**src/rtl/wire_pipe_chain_if.sv**
```systemverilog
// -----------------------------------------------------------------------------
// wire_pipe_chain_if
//   Single-direction valid/ready word channel. It is used for both the
//   producer side and the consumer side of wire_pipe_chain.
//
//   Signals
//     valid  word on 'data' is meaningful this cycle (master -> slave)
//     data   WIDTH-bit word                           (master -> slave)
//     ready  slave takes the word this cycle          (slave  -> master)
//
//   A transfer happens on a rising clock edge where valid & ready are both 1.
// -----------------------------------------------------------------------------
interface wire_pipe_chain_if #(
    parameter int WIDTH = 8
) ();

    logic             valid;
    logic [WIDTH-1:0] data;
    logic             ready;

    modport master (
        output valid,
        output data,
        input  ready
    );

    modport slave (
        input  valid,
        input  data,
        output ready
    );

endinterface : wire_pipe_chain_if

```
**src/rtl/wire_pipe_chain.sv**
```systemverilog
// -----------------------------------------------------------------------------
// wire_pipe_chain
//   Elastic register chain. It carries a WIDTH-bit word through DEPTH stages
//   under valid/ready flow control. Empty stages never stall the data behind
//   them, so bubbles collapse toward the output. When the consumer is always
//   ready, the chain sustains one word per cycle. A full chain whose head is
//   being drained still accepts a new word in the same cycle.
//
//   Parameters
//     WIDTH      data word width in bits (>= 1)
//     DEPTH      number of register stages (>= 1)
//     RESET_VAL  value loaded into every data register at reset, and the
//                value shown on out_bus.data whenever the head stage is empty
//
//   Ports
//     clk            rising-edge clock
//     rst            asynchronous reset, active-high (async assert, sync release)
//     in_bus.valid   producer word valid                     (in)
//     in_bus.data    producer word                           (in)
//     in_bus.ready   chain accepts in_bus.data this cycle    (out)
//     out_bus.valid  stage DEPTH-1 holds a word              (out)
//     out_bus.data   word in stage DEPTH-1, else RESET_VAL   (out)
//     out_bus.ready  consumer takes out_bus.data this cycle  (in)
//     flush          drop every held word at the next edge   (in)
//     count          number of occupied stages, 0..DEPTH     (out)
//
//   Stage 0 is the input side and stage DEPTH-1 is the output side. There is
//   no FSM. The state is one valid bit plus one data register per stage.
// -----------------------------------------------------------------------------
module wire_pipe_chain #(
    parameter int               WIDTH     = 8,
    parameter int               DEPTH     = 4,
    parameter logic [WIDTH-1:0] RESET_VAL = '0
) (
    input  logic                       clk,
    input  logic                       rst,
    wire_pipe_chain_if.slave           in_bus,
    wire_pipe_chain_if.master          out_bus,
    input  logic                       flush,
    output logic [$clog2(DEPTH+1)-1:0] count
);

    localparam int CW = $clog2(DEPTH + 1);

    // Per-stage state.
    logic [DEPTH-1:0] v;                // stage occupied
    logic [WIDTH-1:0] d     [DEPTH];    // stage word, meaningful only when v is set

    // Per-stage advance enable, and the word each stage would load.
    logic [DEPTH-1:0] mv;
    logic [DEPTH-1:0] src_v;
    logic [WIDTH-1:0] src_d [DEPTH];

    logic             accept;           // input handshake this cycle

    // ------------------------------------------------------------------
    // Advance chain, evaluated from the output back to the input.
    // A stage may load when it is empty or when its own content moves on.
    // This is what lets bubbles collapse, and what lets a full chain
    // pass through while the head is being drained.
    // ------------------------------------------------------------------
    assign mv[DEPTH-1] = !v[DEPTH-1] | out_bus.ready;

    for (genvar g = 0; g < DEPTH - 1; g++) begin : g_advance
        assign mv[g] = !v[g] | mv[g+1];
    end

    // In the flush cycle the input is refused, so an in-flight offer is never
    // half-taken. During reset it is refused as well.
    assign in_bus.ready = mv[0] & !flush & !rst;
    assign accept       = in_bus.valid & in_bus.ready;

    // ------------------------------------------------------------------
    // Source of each stage: stage 0 takes the producer, and every other
    // stage takes its upstream neighbour.
    // ------------------------------------------------------------------
    assign src_v[0] = accept;
    assign src_d[0] = in_bus.data;

    for (genvar g = 1; g < DEPTH; g++) begin : g_source
        assign src_v[g] = v[g-1];
        assign src_d[g] = d[g-1];
    end

    // ------------------------------------------------------------------
    // Stage registers.
    // ------------------------------------------------------------------
    always_ff @(posedge clk or posedge rst) begin
        if (rst) begin
            // NOTE: the data registers are reset together with the valid bits.
            // They are a handful of discrete flops, not a RAM, so the reset is
            // cheap, and the chain comes up in a fully known state.
            v <= '0;
            for (int i = 0; i < DEPTH; i++) begin
                d[i] <= RESET_VAL;
            end
        end else if (flush) begin
            // Valid bits are cleared. Data is left as-is because it is not
            // observable once its stage is empty.
            v <= '0;
        end else begin
            for (int i = 0; i < DEPTH; i++) begin
                if (mv[i]) begin
                    // NOTE: non-blocking assignments make every stage sample
                    // its neighbour's pre-edge value, so the shift is
                    // independent of loop order.
                    v[i] <= src_v[i];
                    // Data only moves with a real word. An empty slot keeps
                    // its old contents, which saves toggling.
                    if (src_v[i]) begin
                        d[i] <= src_d[i];
                    end
                end
            end
        end
    end

    // ------------------------------------------------------------------
    // Outputs.
    // ------------------------------------------------------------------
    assign out_bus.valid = v[DEPTH-1];

    // Head data is masked when the head is empty, so a stale word never leaks.
    always_comb begin
        // NOTE: the default assignment comes first, so every path drives the
        // output and no latch is inferred.
        out_bus.data = RESET_VAL;
        if (v[DEPTH-1]) begin
            out_bus.data = d[DEPTH-1];
        end
    end

    // Occupancy is taken from registered state only, so it changes on the
    // edge after a transfer.
    assign count = CW'($countones(v));

endmodule : wire_pipe_chain

```
**src/flat_wrapper.sv**
```systemverilog
// flat-port wrapper written by rule: the top's interface ports become plain ports
module wire_pipe_chain_flat 
#(
    parameter int               WIDTH     = 8,
    parameter int               DEPTH     = 4,
    parameter logic [WIDTH-1:0] RESET_VAL = '0
)
  (clk, rst, flush, count, in_bus_valid, in_bus_data, in_bus_ready, out_bus_valid, out_bus_data, out_bus_ready);
  wire_pipe_chain_if #(.WIDTH(WIDTH)) in_bus_i ();
  wire_pipe_chain_if #(.WIDTH(WIDTH)) out_bus_i ();
  input  logic clk;
  input  logic rst;
  input  logic flush;
  output logic [$clog2(DEPTH+1)-1:0] count;
  input wire logic [$bits(in_bus_i.valid)-1:0] in_bus_valid;
  input wire logic [$bits(in_bus_i.data)-1:0] in_bus_data;
  output wire logic [$bits(in_bus_i.ready)-1:0] in_bus_ready;
  output wire logic [$bits(out_bus_i.valid)-1:0] out_bus_valid;
  output wire logic [$bits(out_bus_i.data)-1:0] out_bus_data;
  input wire logic [$bits(out_bus_i.ready)-1:0] out_bus_ready;
  assign in_bus_i.valid = in_bus_valid;
  assign in_bus_i.data = in_bus_data;
  assign in_bus_ready = in_bus_i.ready;
  assign out_bus_valid = out_bus_i.valid;
  assign out_bus_data = out_bus_i.data;
  assign out_bus_i.ready = out_bus_ready;
  wire_pipe_chain #(.WIDTH(WIDTH), .DEPTH(DEPTH), .RESET_VAL(RESET_VAL)) u_core (.clk(clk), .rst(rst), .in_bus(in_bus_i), .out_bus(out_bus_i), .flush(flush), .count(count));
endmodule
```
**config.mk**
```make
export PLATFORM = sky130hd
export DESIGN_NAME = wire_pipe_chain_flat
export DESIGN_NICKNAME = d
export VERILOG_FILES = /design/src/rtl/wire_pipe_chain_if.sv /design/src/rtl/wire_pipe_chain.sv /design/src/flat_wrapper.sv
export SDC_FILE = /design/constraint.sdc
export NUM_CORES = 1
export LEC_CHECK = 0
export CAP_MARGIN = 20
export CORE_MARGIN = 1.5
export CORE_UTILIZATION = 55
export DETAILED_ROUTE_END_ITERATION = 12
export GPL_TIMING_DRIVEN = 0
export PLACE_DENSITY = 0.82
export SLEW_MARGIN = 20
export SYNTH_ARGS = -nofsm -noshare
export SYNTH_HDL_FRONTEND = slang
export SYNTH_SLANG_ARGS = --single-unit
```
**constraint.sdc**
```tcl
create_clock -name clk -period 3.2 [get_ports clk]
set_input_delay 0.64 -clock clk [delete_from_list [all_inputs] [get_ports clk]]
set_output_delay 0.64 -clock clk [all_outputs]
set_load 0.005 [all_outputs]
```
**After elaboration in Yosys (flattened, before gate mapping)**

Cells that the tools add are included.

- Input bits: 13
- Bits in registers: 36

- Reduce and logical (&&, ||, !) cells: 14
- Bitwise operators: 8
- Add/sub/neg operators: 3
- Mux-type cells: 6

Operators by type and width:

| kind | count |
|---|---|
| 3-bit AND reduction | 4 |
| 8-bit 2-to-1 mux | 1 |
| 2-bit nonzero test | 4 |
| 1-bit zero test | 6 |
| 1-bit by 1-bit adder with 2-bit output | 2 |
| 1-bit 2-to-1 mux | 4 |
| 4-bit 2-to-1 mux | 1 |
| 1-bit OR | 4 |
| 3-bit adder | 1 |
| 1-bit AND | 3 |
| 1-bit inverter | 1 |

**Longest topological paths before layout**

Gate-level depths: netlist of run 1.

- Depth in word-level cells: 10
- Mapped depth: 5

**Worst setup path after synthesis of run 1**

OpenSTA, ideal clock, no wires.

- Path kind: register -> output
- From: register u_core.v[0]
- To: output port count[1]
- Cell stages (with the launch flop): 4
- Buffers on the path: 0
- Data required time: 2560 ps
- Arrival time: 1401 ps
- Slack: 1159 ps
- Cell sequence: dfrtp_1 > ha_1 > ha_1 > fa_1

- Word-level cells in the longest chain between the ends: 2

RTL lines:

| element | RTL line | RTL |
|---|---|---|
| from (decl) | wire_pipe_chain.sv:46 | `logic [DEPTH-1:0] v;` |
| from (signal, indexed assignment) | wire_pipe_chain.sv:107 | `v[i] <= src_v[i];` |
| 1-bit by 1-bit adder with 2-bit output (not written as such) | wire_pipe_chain.sv:135 | `assign count = CW'($countones(v));` |
| 3-bit adder (not written as such) | wire_pipe_chain.sv:135 |  |
| to (decl) | flat_wrapper.sv:14 | `output logic [$clog2(DEPTH+1)-1:0] count;` |

Every way passes these cells.

**Final worst setup path of run 1**

Ends and elaborated chain as after synthesis.

==> impl_metrics.ini, run 1 <==
[status]
status = finished, final reports clean

[floorplan]
initial_core_util = 0.5721
die_h_um = 56.33
fp.dieArea_um2 = 3173
rows = 19
die_w_um = 56.33
io_pins = 26
core_area_um2 = 2734

[route]
wl_per_cell_um = 13.93
drtIter0Drc = 12
detail-route-antenna-nets = 0
vias_per_cell = 5.267
dr_total_vias = 869
drt-total-wl_um = 2298
drc = 0
dr.pass1.iters = 4

[sta]
post-route-period-util = 0.9154
final.setup.worst_slack_ns = 0.2706
tns_ns = 0
slew_viol_final = 0
min_period_ns = 2.929
finalClockSkew_ns = 0.006227
relSlewSlack = 0.5308
setup_viol = 0
rsz0062_at_grt = false
worst_pin_slew_ns = 0.7028
timing.fmax_mhz = 341.4
hold_viol = 0

[critical_path]
path_class = register to primary output
crit_fanout = 6
setup.worst_path.end_class = primary output
crit_path_max_incr_delay_ns = 0.50
path_common_cell = ha_1
path_cells = ha_1 > ha_1 > fa_1 > clkdlybuf4s50_1
cp-start-kind = register
worstPathRequired_ns = 2.56
critPathSlowestCell = clkdlybuf4s50_1
cp.arrival_ns = 2.29

[yosys]
async_reset_ff_frac = 1.000
yosys_warnings = 0
syn_area_um2 = 1564
yosysUniqueCellTypes = 21
synthTopCellsByCount = dfrtp_1 (36), mux2_2 (24), and2_1 (8), mux2_4 (8), nor2_1 (4)
ys_seq_area_frac = 0.5760
synth.top_cell.area_share = 0.5760
synth_nets = 119
synth_largest_area_cell = dfrtp_1
dominantRegCellSynth = dfrtp_1
synthCells = 102
syn_area_per_cell_um2 = 15.33
synth_most_common_cell = dfrtp_1
synth_area_leaders = dfrtp_1 (58%), mux2_2 (17%), mux2_4 (7.7%), and2_1 (3.2%), ha_1 (2.4%)
ys_ff_latch = 36
synth-edff-count = 0

[final_layout]
syn2layout_area_growth_pct = 21.60
diodes = 0
drive_gt1_frac = 0.3358
final_nets = 150
fill_cells = 197

[placement]
dpl_worst_slack_ns = 0.3176
gp_congestion = 0.6865
dp.final_hpwl_um = 1754
portBuffers = 24

[global_routing]
grt_start_max_net_pins = 37
grt_pass1_wl_um = 4043
grt_usage = 0.1755
grt_pass1_vias = 926
grt-ovfl-total = 0
antenna_found_initial = 0

[clocking]
clkSinkCount = 36
holdBufCountCts = 0
h-tree-depth = 2
cts.repair.resized = 0
clk_path_buf_depth = 2
cts_tree = done
clk_latency_ns = 0.33
cts_setup_buffers = 0
clkSlewWorstSetupHoldPaths_ns = 0.09
cts-buffers-inserted = 5
cts-root-buf = clkbuf_4

[flow_run]
drv_cap = 0

[pwr]
p_leak_nw = 0.8908
p_per_area_nw_per_um2 = 535.7
ir_worst_vdd_mv = 0.4496

[worst_hold_path]
worstHoldPathType = register to register
==> cells in the final DEF, fill, tap and decap left out, drive strengths merged <==
| cell type | n |
|---|---|
| dfrtp | 36 |
| mux2 | 32 |
| clkdlybuf4s50 | 24 |
| clkbuf | 9 |
| and2 | 8 |
| nor2 | 4 |
| ha | 3 |
| buf | 3 |
| nand3b | 2 |
| a21oi | 2 |
| inv | 2 |
| a211oi | 2 |
| and4b | 1 |
| or3b | 1 |
| and2b | 1 |
| nor3b | 1 |
| nand2b | 1 |
| nand2 | 1 |
| fa | 1 |
==> critical path, delay by kind of cell (launching register included) <==
kind | cells | cell delay [ns]
fa+ha+maj | 3 | 1.00
flops | 1 | 0.47
buf+inv | 1 | 0.50
==> state kept, by name, indices dropped and copies added, names as in the netlist <==
signal    count
u_core.v      4
u_core.d     32
==> cell type report <==
type	count	area, um^2	share of cell area
Multi-Input combinational cell	60	621.8	0.3270
Sequential cell	36	900.9	0.4737
Inverter	2	7.507	0.003947
Tap cell	31	38.79	0.02039
Buffer	4	33.78	0.01776
Timing Repair Buffer	24	240.2	0.1263
Clock buffer	8	58.81	0.03092
==> final timing paths <==
path / endpoint / slack (ns) / startpoint / depth (start not counted)
max in group asynchronous: u_core.d[3]$_DFFE_PP0P_ / 1.95 / rst / 2
setup / recovery: count[1] / 0.27 / u_core.v[0]$_DFFE_PP0P_ / 4
min in group asynchronous: u_core.d[7]$_DFFE_PP0P_ / 0.80 / rst / 2
hold reg to reg: u_core.d[19]$_DFFE_PP0P_ / 0.51 / u_core.d[27]$_DFFE_PP0P_ / 1
hold / removal: u_core.d[19]$_DFFE_PP0P_ / 0.51 / u_core.d[27]$_DFFE_PP0P_ / 1
setup reg to reg: u_core.d[6]$_DFFE_PP0P_ / 1.42 / u_core.v[3]$_DFFE_PP0P_ / 4
==> stage by stage <==
| stage | hold slack [ns] | cells | area (um^2) | utilization | power (mW) |
|---|---|---|---|---|---|
| 6_report | 0.5073 | 165 | 1902 | 0.6957 | 1.019 |
| 5_1_grt | 0.5290 | 165 | 1902 | 0.6957 | 1.082 |
| 4_1_cts | 0.5134 | 165 | 1902 | 0.6957 | 1.033 |
| 3_5_place_dp | 0.4910 | 157 | 1843 | 0.6741 | 0.7920 |
| 3_3_place_gp | 0.4815 | 157 | 1843 | 0.6741 | 0.7717 |
| 2_1_floorplan | 0.4721 | 102 | 1564 | - | 0.7334 |
==> power by group <==
| part | leakage, nW | switching [mW] | total [mW] | internal [mW] |
|---|---|---|---|---|
| clock | 0.0326 | 0.132 | 0.240 | 0.108 |
| combinational | 0.399 | 0.0446 | 0.163 | 0.118 |
| sequential | 0.459 | 0.0576 | 0.616 | 0.559 |
==> kinds of logic after synthesis <==
family          share of synthesized area
fa+ha+maj                         0.03680
mux                                0.2496
compound gates                    0.02400
buf+inv                           0.02640
simple gates                      0.08720
flops                              0.5760
==> metal layers <==
metal  wire length (um)  part of all wire  up-vias  GRT usage
met5                  0                 0        -          0
met4                 55             0.024        0    0.09184
met3                 99             0.043        7    0.06912
met2               1169              0.51       17     0.2924
met1                973              0.42      430     0.1930
li1                   -                 -      415          -
(Power assumes the default switching activity.)
==> inputs of run 2 (changes only) <==
Settings changed: PLACE_DENSITY 0.82 to 0.9.
==> run 2 against run 1 <==
First-iteration DRC count up 17%; cell count fell by 0.61%; sequential share of layout area down 0.16 points; clock power up 8%; total power is 2.2% higher.
==> impl_metrics.ini, run 2 (same netlist as run 1, synthesis figures left out) <==
[placement]
gp_congestion = 0.6811
place_area_um2 = 1843
portBuffers = 24
dp.cells = 157
dp.final_hpwl_um = 1859
dpl_worst_slack_ns = 0.3528

[floorplan]
rows = 19
die_h_um = 56.33
initial_core_util = 0.5721
core_area_um2 = 2734
die_w_um = 56.33
fp.dieArea_um2 = 3173
io_pins = 26

[final_layout]
final_nets = 150
largest_reg_flops = 32
drive_gt1_frac = 0.3459
multiInputGateArea_um2 = 621.8
final_util = 0.6979
regMostFlops = u_core.d
fill_cells = 197
stdcell_count = 164
final_common_cell = dfrtp_1
mostFrequentLayoutCells = dfrtp_1 (36), mux2_2 (24), clkdlybuf4s50_1 (24)
diodes = 0
seq_area_um2 = 900.9
final_area_um2 = 1908
syn2layout_area_growth_pct = 22.00
reg.largest.list = u_core.d (32), u_core.v (4)

[pwr]
p_comb_frac = 0.159
switching_power_uw = 240.1
p_leak_nw = 0.8957
totalPowerFinal_mw = 1.041
ir_worst_vdd_mv = 0.4173
p_per_area_nw_per_um2 = 545.8
pwr-share-clk = 0.248
p_int_uw = 801.3
switching_share = 0.2306
pwr-share-seq = 0.593

[route]
wl_per_cell_um = 14.59
drtIter0Drc = 14
detail-route-antenna-nets = 0
drc = 0
vias_per_cell = 5.207
dr_total_vias = 854
dr.pass1.iters = 4
drt-total-wl_um = 2392

[clocking]
clk_latency_ns = 0.32
h-tree-depth = 2
cts-root-buf = clkbuf_4
clkSinkCount = 36
clk_path_buf_depth = 2
clkSlewWorstSetupHoldPaths_ns = 0.10
holdBufCountCts = 0
cts-buffers-inserted = 5
cts_tree = done
cts_setup_buffers = 0
cts.repair.resized = 0

[critical_path]
cp-start-kind = register
cp.arrival_ns = 2.29
worstPathRequired_ns = 2.56
path_class = register to primary output
crit_fanout = 6
setup.worst_path.end_class = primary output

[sta]
fin_hold_ws_ns = 0.5127
relSlewSlack = 0.5318
finalClockSkew_ns = 0.006204
min_period_ns = 2.930
setup_viol = 0
timing.fmax_mhz = 341.3
rsz0062_at_grt = false
slew_viol_final = 0
post-route-period-util = 0.9157
worst_pin_slew_ns = 0.7013
hold_viol = 0
tns_ns = 0
final.setup.worst_slack_ns = 0.2697

[status]
status = finished, final reports clean

[flow_run]
drv_cap = 0

[global_routing]
grt_start_max_net_pins = 37
grt_pass1_wl_um = 4098
antenna_found_initial = 0
grt_usage = 0.1730
grt-ovfl-total = 0
grt_pass1_vias = 921

[worst_hold_path]
worstHoldPathType = register to register
[run 2: path summary, 6_finish.rpt]
kind | start | end | slack [ns] | cells past startpoint
worst max-delay path | u_core.v[0]$_DFFE_PP0P_ | count[1] | 0.27 | 4
max in group asynchronous | rst | u_core.d[23]$_DFFE_PP0P_ | 1.96 | 2
worst min register to register | u_core.d[0]$_DFFE_PP0P_ | u_core.d[0]$_DFFE_PP0P_ | 0.51 | 1
worst min-delay path | u_core.d[0]$_DFFE_PP0P_ | u_core.d[0]$_DFFE_PP0P_ | 0.51 | 1
min in group asynchronous | rst | u_core.d[30]$_DFFE_PP0P_ | 0.79 | 2
worst max register to register | u_core.v[3]$_DFFE_PP0P_ | u_core.d[5]$_DFFE_PP0P_ | 1.43 | 4
[run 2: metal layers]
layer	vias up	share of wire	global-route usage
met5	-	0	0
met4	0	0.022	0.08163
met3	7	0.040	0.04147
met2	20	0.50	0.2891
met1	415	0.44	0.2120
li1	412	-	-
[run 2: area by class of cell]
cell class,instances,area share
multi-input cells,60,0.3259
plain buffers,4,0.01770
flip-flops and latches,36,0.4721
well taps,31,0.02033
clock buffers,7,0.03410
repair buffers,24,0.1259
inverters,2,0.003934
[run 2: power groups by stage]
stage          Combinational (mW)  Sequential [mW]  Clock (mW)
2_1_floorplan               0.132            0.601           0
3_3_place_gp                0.154            0.616           0
3_5_place_dp                0.169            0.629           0
4_1_cts                     0.169            0.618       0.264
5_1_grt                     0.181            0.633       0.287
6_report                    0.166            0.617       0.259
[run 2: critical path, stage by stage (launching register included)]
cell and delay [ns]:
dfrtp_1 0.47, ha_1 0.33, ha_1 0.20, fa_1 0.48, clkdlybuf4s50_1 0.49
==> inputs of run 3 (changes only) <==
Settings changed: ABC_AREA set to 1, RECOVER_POWER set to 50.
==> run 3 against run 2 <==
Maximum frequency down 0.44%; clock skew increased by 0.0053 ns; cell count rose by 43%; largest cell class unchanged; total power is 4.0% lower; critical path type unchanged.
==> impl_metrics.ini, run 3 <==
[critical_path]
path_class = register to primary output
worstPathRequired_ns = 2.56
reg2reg_from = u_core.v[3]$_DFFE_PP0P_
regToRegSetupSlack_ns = 1.77
rr_endpoint = u_core.d[2]$_DFFE_PP0P_
crit_fanout = 5
cp-start-kind = register
cp.arrival_ns = 2.30
reg2reg_depth = 7
setup.worst_path.end_class = primary output

[pwr]
p_int_uw = 723.1
totalPowerFinal_mw = 1.000
switching_power_uw = 277.0
p_per_area_nw_per_um2 = 511.0
switching_share = 0.2769
ir_worst_vdd_mv = 0.4178
pwr-share-clk = 0.253
p_comb_frac = 0.152
p_leak_nw = 1.025
pwr-share-seq = 0.595

[sta]
hold_viol = 0
post-route-period-util = 0.9198
setup_viol = 0
finalClockSkew_ns = 0.01154
worst_pin_slew_ns = 1.286
rsz0062_at_grt = false
slew_viol_final = 0
relSlewSlack = 0.1418
min_period_ns = 2.943
tns_ns = 0
timing.fmax_mhz = 339.8

[yosys]
synth_most_common_cell = nand2_1
synth_largest_area_cell = dfrtp_1
synth_area_leaders = dfrtp_1 (55%), nand2_1 (11%), inv_1 (4.4%), nand4_1 (3.5%), a21oi_1 (2.8%)
synthCells = 173
async_reset_ff_frac = 1.000
syn_area_um2 = 1628
yosysUniqueCellTypes = 27
dominantRegCellSynth = dfrtp_1
synth-edff-count = 0
synth.top_cell.area_share = 0.5534
syn_area_per_cell_um2 = 9.409
yosys_warnings = 0
ys_seq_area_frac = 0.5534
synthTopCellsByCount = nand2_1 (49), dfrtp_1 (36), inv_1 (19)
ys_ff_latch = 36
synth_nets = 190

[route]
wl_per_cell_um = 11.78
vias_per_cell = 5.111
drt-total-wl_um = 2769
drtIter0Drc = 43
dr_total_vias = 1201
detail-route-antenna-nets = 0
dr.pass1.iters = 4
drc = 0

[status]
status = finished, final reports clean

[clocking]
clkSinkCount = 36
clkSlewWorstSetupHoldPaths_ns = 0.11
cts_setup_buffers = 0
cts_tree = done
clk_path_buf_depth = 2
cts-root-buf = clkbuf_4
cts.repair.resized = 0
cts-buffers-inserted = 5
h-tree-depth = 2
clk_latency_ns = 0.33
holdBufCountCts = 0

[floorplan]
core_area_um2 = 2781
rows = 19
io_pins = 26
initial_core_util = 0.5852
die_w_um = 57.40
fp.dieArea_um2 = 3295
die_h_um = 57.40

[final_layout]
multiInputGateArea_um2 = 595.6
seq_area_um2 = 900.9
final_common_cell = nand2_1
regMostFlops = u_core.d
final_nets = 220
diodes = 0
fill_cells = 212
reg.largest.list = u_core.d (32), u_core.v (4)
drive_gt1_frac = 0.1275
syn2layout_area_growth_pct = 20.22
final_util = 0.7036
mostFrequentLayoutCells = nand2_1 (50), dfrtp_1 (36), clkdlybuf4s50_1 (22)
largest_reg_flops = 32

[worst_hold_path]
worstHoldPathType = register to register
holdPathEnd = u_core.d[7]$_DFFE_PP0P_
holdCritStartpoint = u_core.d[7]$_DFFE_PP0P_
min_path_cells = 2

[placement]
portBuffers = 23
gp_congestion = 0.7273
dp.final_hpwl_um = 2158

[global_routing]
grt_usage = 0.1969
grt_start_max_net_pins = 37
grt-ovfl-total = 0
grt_pass1_wl_um = 4857
antenna_found_initial = 0
grt_pass1_vias = 1195

[flow_run]
drv_cap = 0
==> run 3: power by group through the flow <==
stage / logic (mW) / clock network [mW] / registers (mW)
2_1_floorplan: 0.110 / 0 / 0.592
3_3_place_gp: 0.140 / 0 / 0.599
3_5_place_dp: 0.155 / 0 / 0.605
4_1_cts: 0.156 / 0.253 / 0.596
5_1_grt: 0.178 / 0.273 / 0.607
6_report: 0.152 / 0.253 / 0.595
==> run 3: worst max-delay path by stage <==
stage / start / end / slack (ns)
final: u_core.v[2]$_DFFE_PP0P_ / count[1] / 0.26
after global routing: u_core.v[2]$_DFFE_PP0P_ / count[1] / 0.19
after CTS: u_core.v[2]$_DFFE_PP0P_ / count[1] / 0.25
after detailed placement: out_bus_ready / in_bus_ready / 0.29
after global placement: out_bus_ready / in_bus_ready / 0.31
after floorplan: u_core.v[2]$_DFFE_PP0P_ / count[1] / 1.16
==> run 3: final cells by class <==
type,instances,share of cell area
clock buffer,7,0.02813
sequential,36,0.4604
timing repair buffer,23,0.1176
clock inverter,1,0.003836
inverter,22,0.04348
tap,31,0.01982
buffer,6,0.02238
multi-input combinational,109,0.3043
==> run 3: cell families (layout without fill, tap and decap cells) <==
| kind of cell | Yosys count | count (layout) | synth area share |
|---|---|---|---|
| AO/OA/AOI/OAI | 20 | 20 | 0.07071 |
| adder cells (fa/ha/maj) | 4 | 4 | 0.03536 |
| buffers and inverters | 28 | 59 | 0.07917 |
| flip-flops | 36 | 36 | 0.5534 |
| AND/OR/NAND/NOR | 85 | 85 | 0.2613 |
==> run 3: critical path, cell delays in order, from the launching register on <==
cell             delay [ns]
dfrtp_1                0.48
ha_1                   0.32
ha_1                   0.21
fa_1                   0.48
clkdlybuf4s50_1        0.49
==> run 3: layer usage <==
layer | vias up | part of all wire | GRT usage
li1 | 612 | - | -
met1 | 544 | 0.39 | 0.1982
met2 | 38 | 0.54 | 0.3718
met3 | 7 | 0.049 | 0.04762
met4 | 0 | 0.018 | 0.09635
met5 | - | 0 | 0
==> run 3: stage by stage <==
stage | instances | cell area [um^2] | hold slack [ns] | setup WS [ns]
after floorplan | 173 | 1628 | 0.4417 | 1.156
after global placement | 227 | 1897 | 0.4536 | 0.3128
after detailed placement | 227 | 1897 | 0.4590 | 0.2935
after CTS | 235 | 1959 | 0.4863 | 0.2457
after global routing | 235 | 1957 | 0.5086 | 0.1867
final | 235 | 1957 | 0.4830 | 0.2567
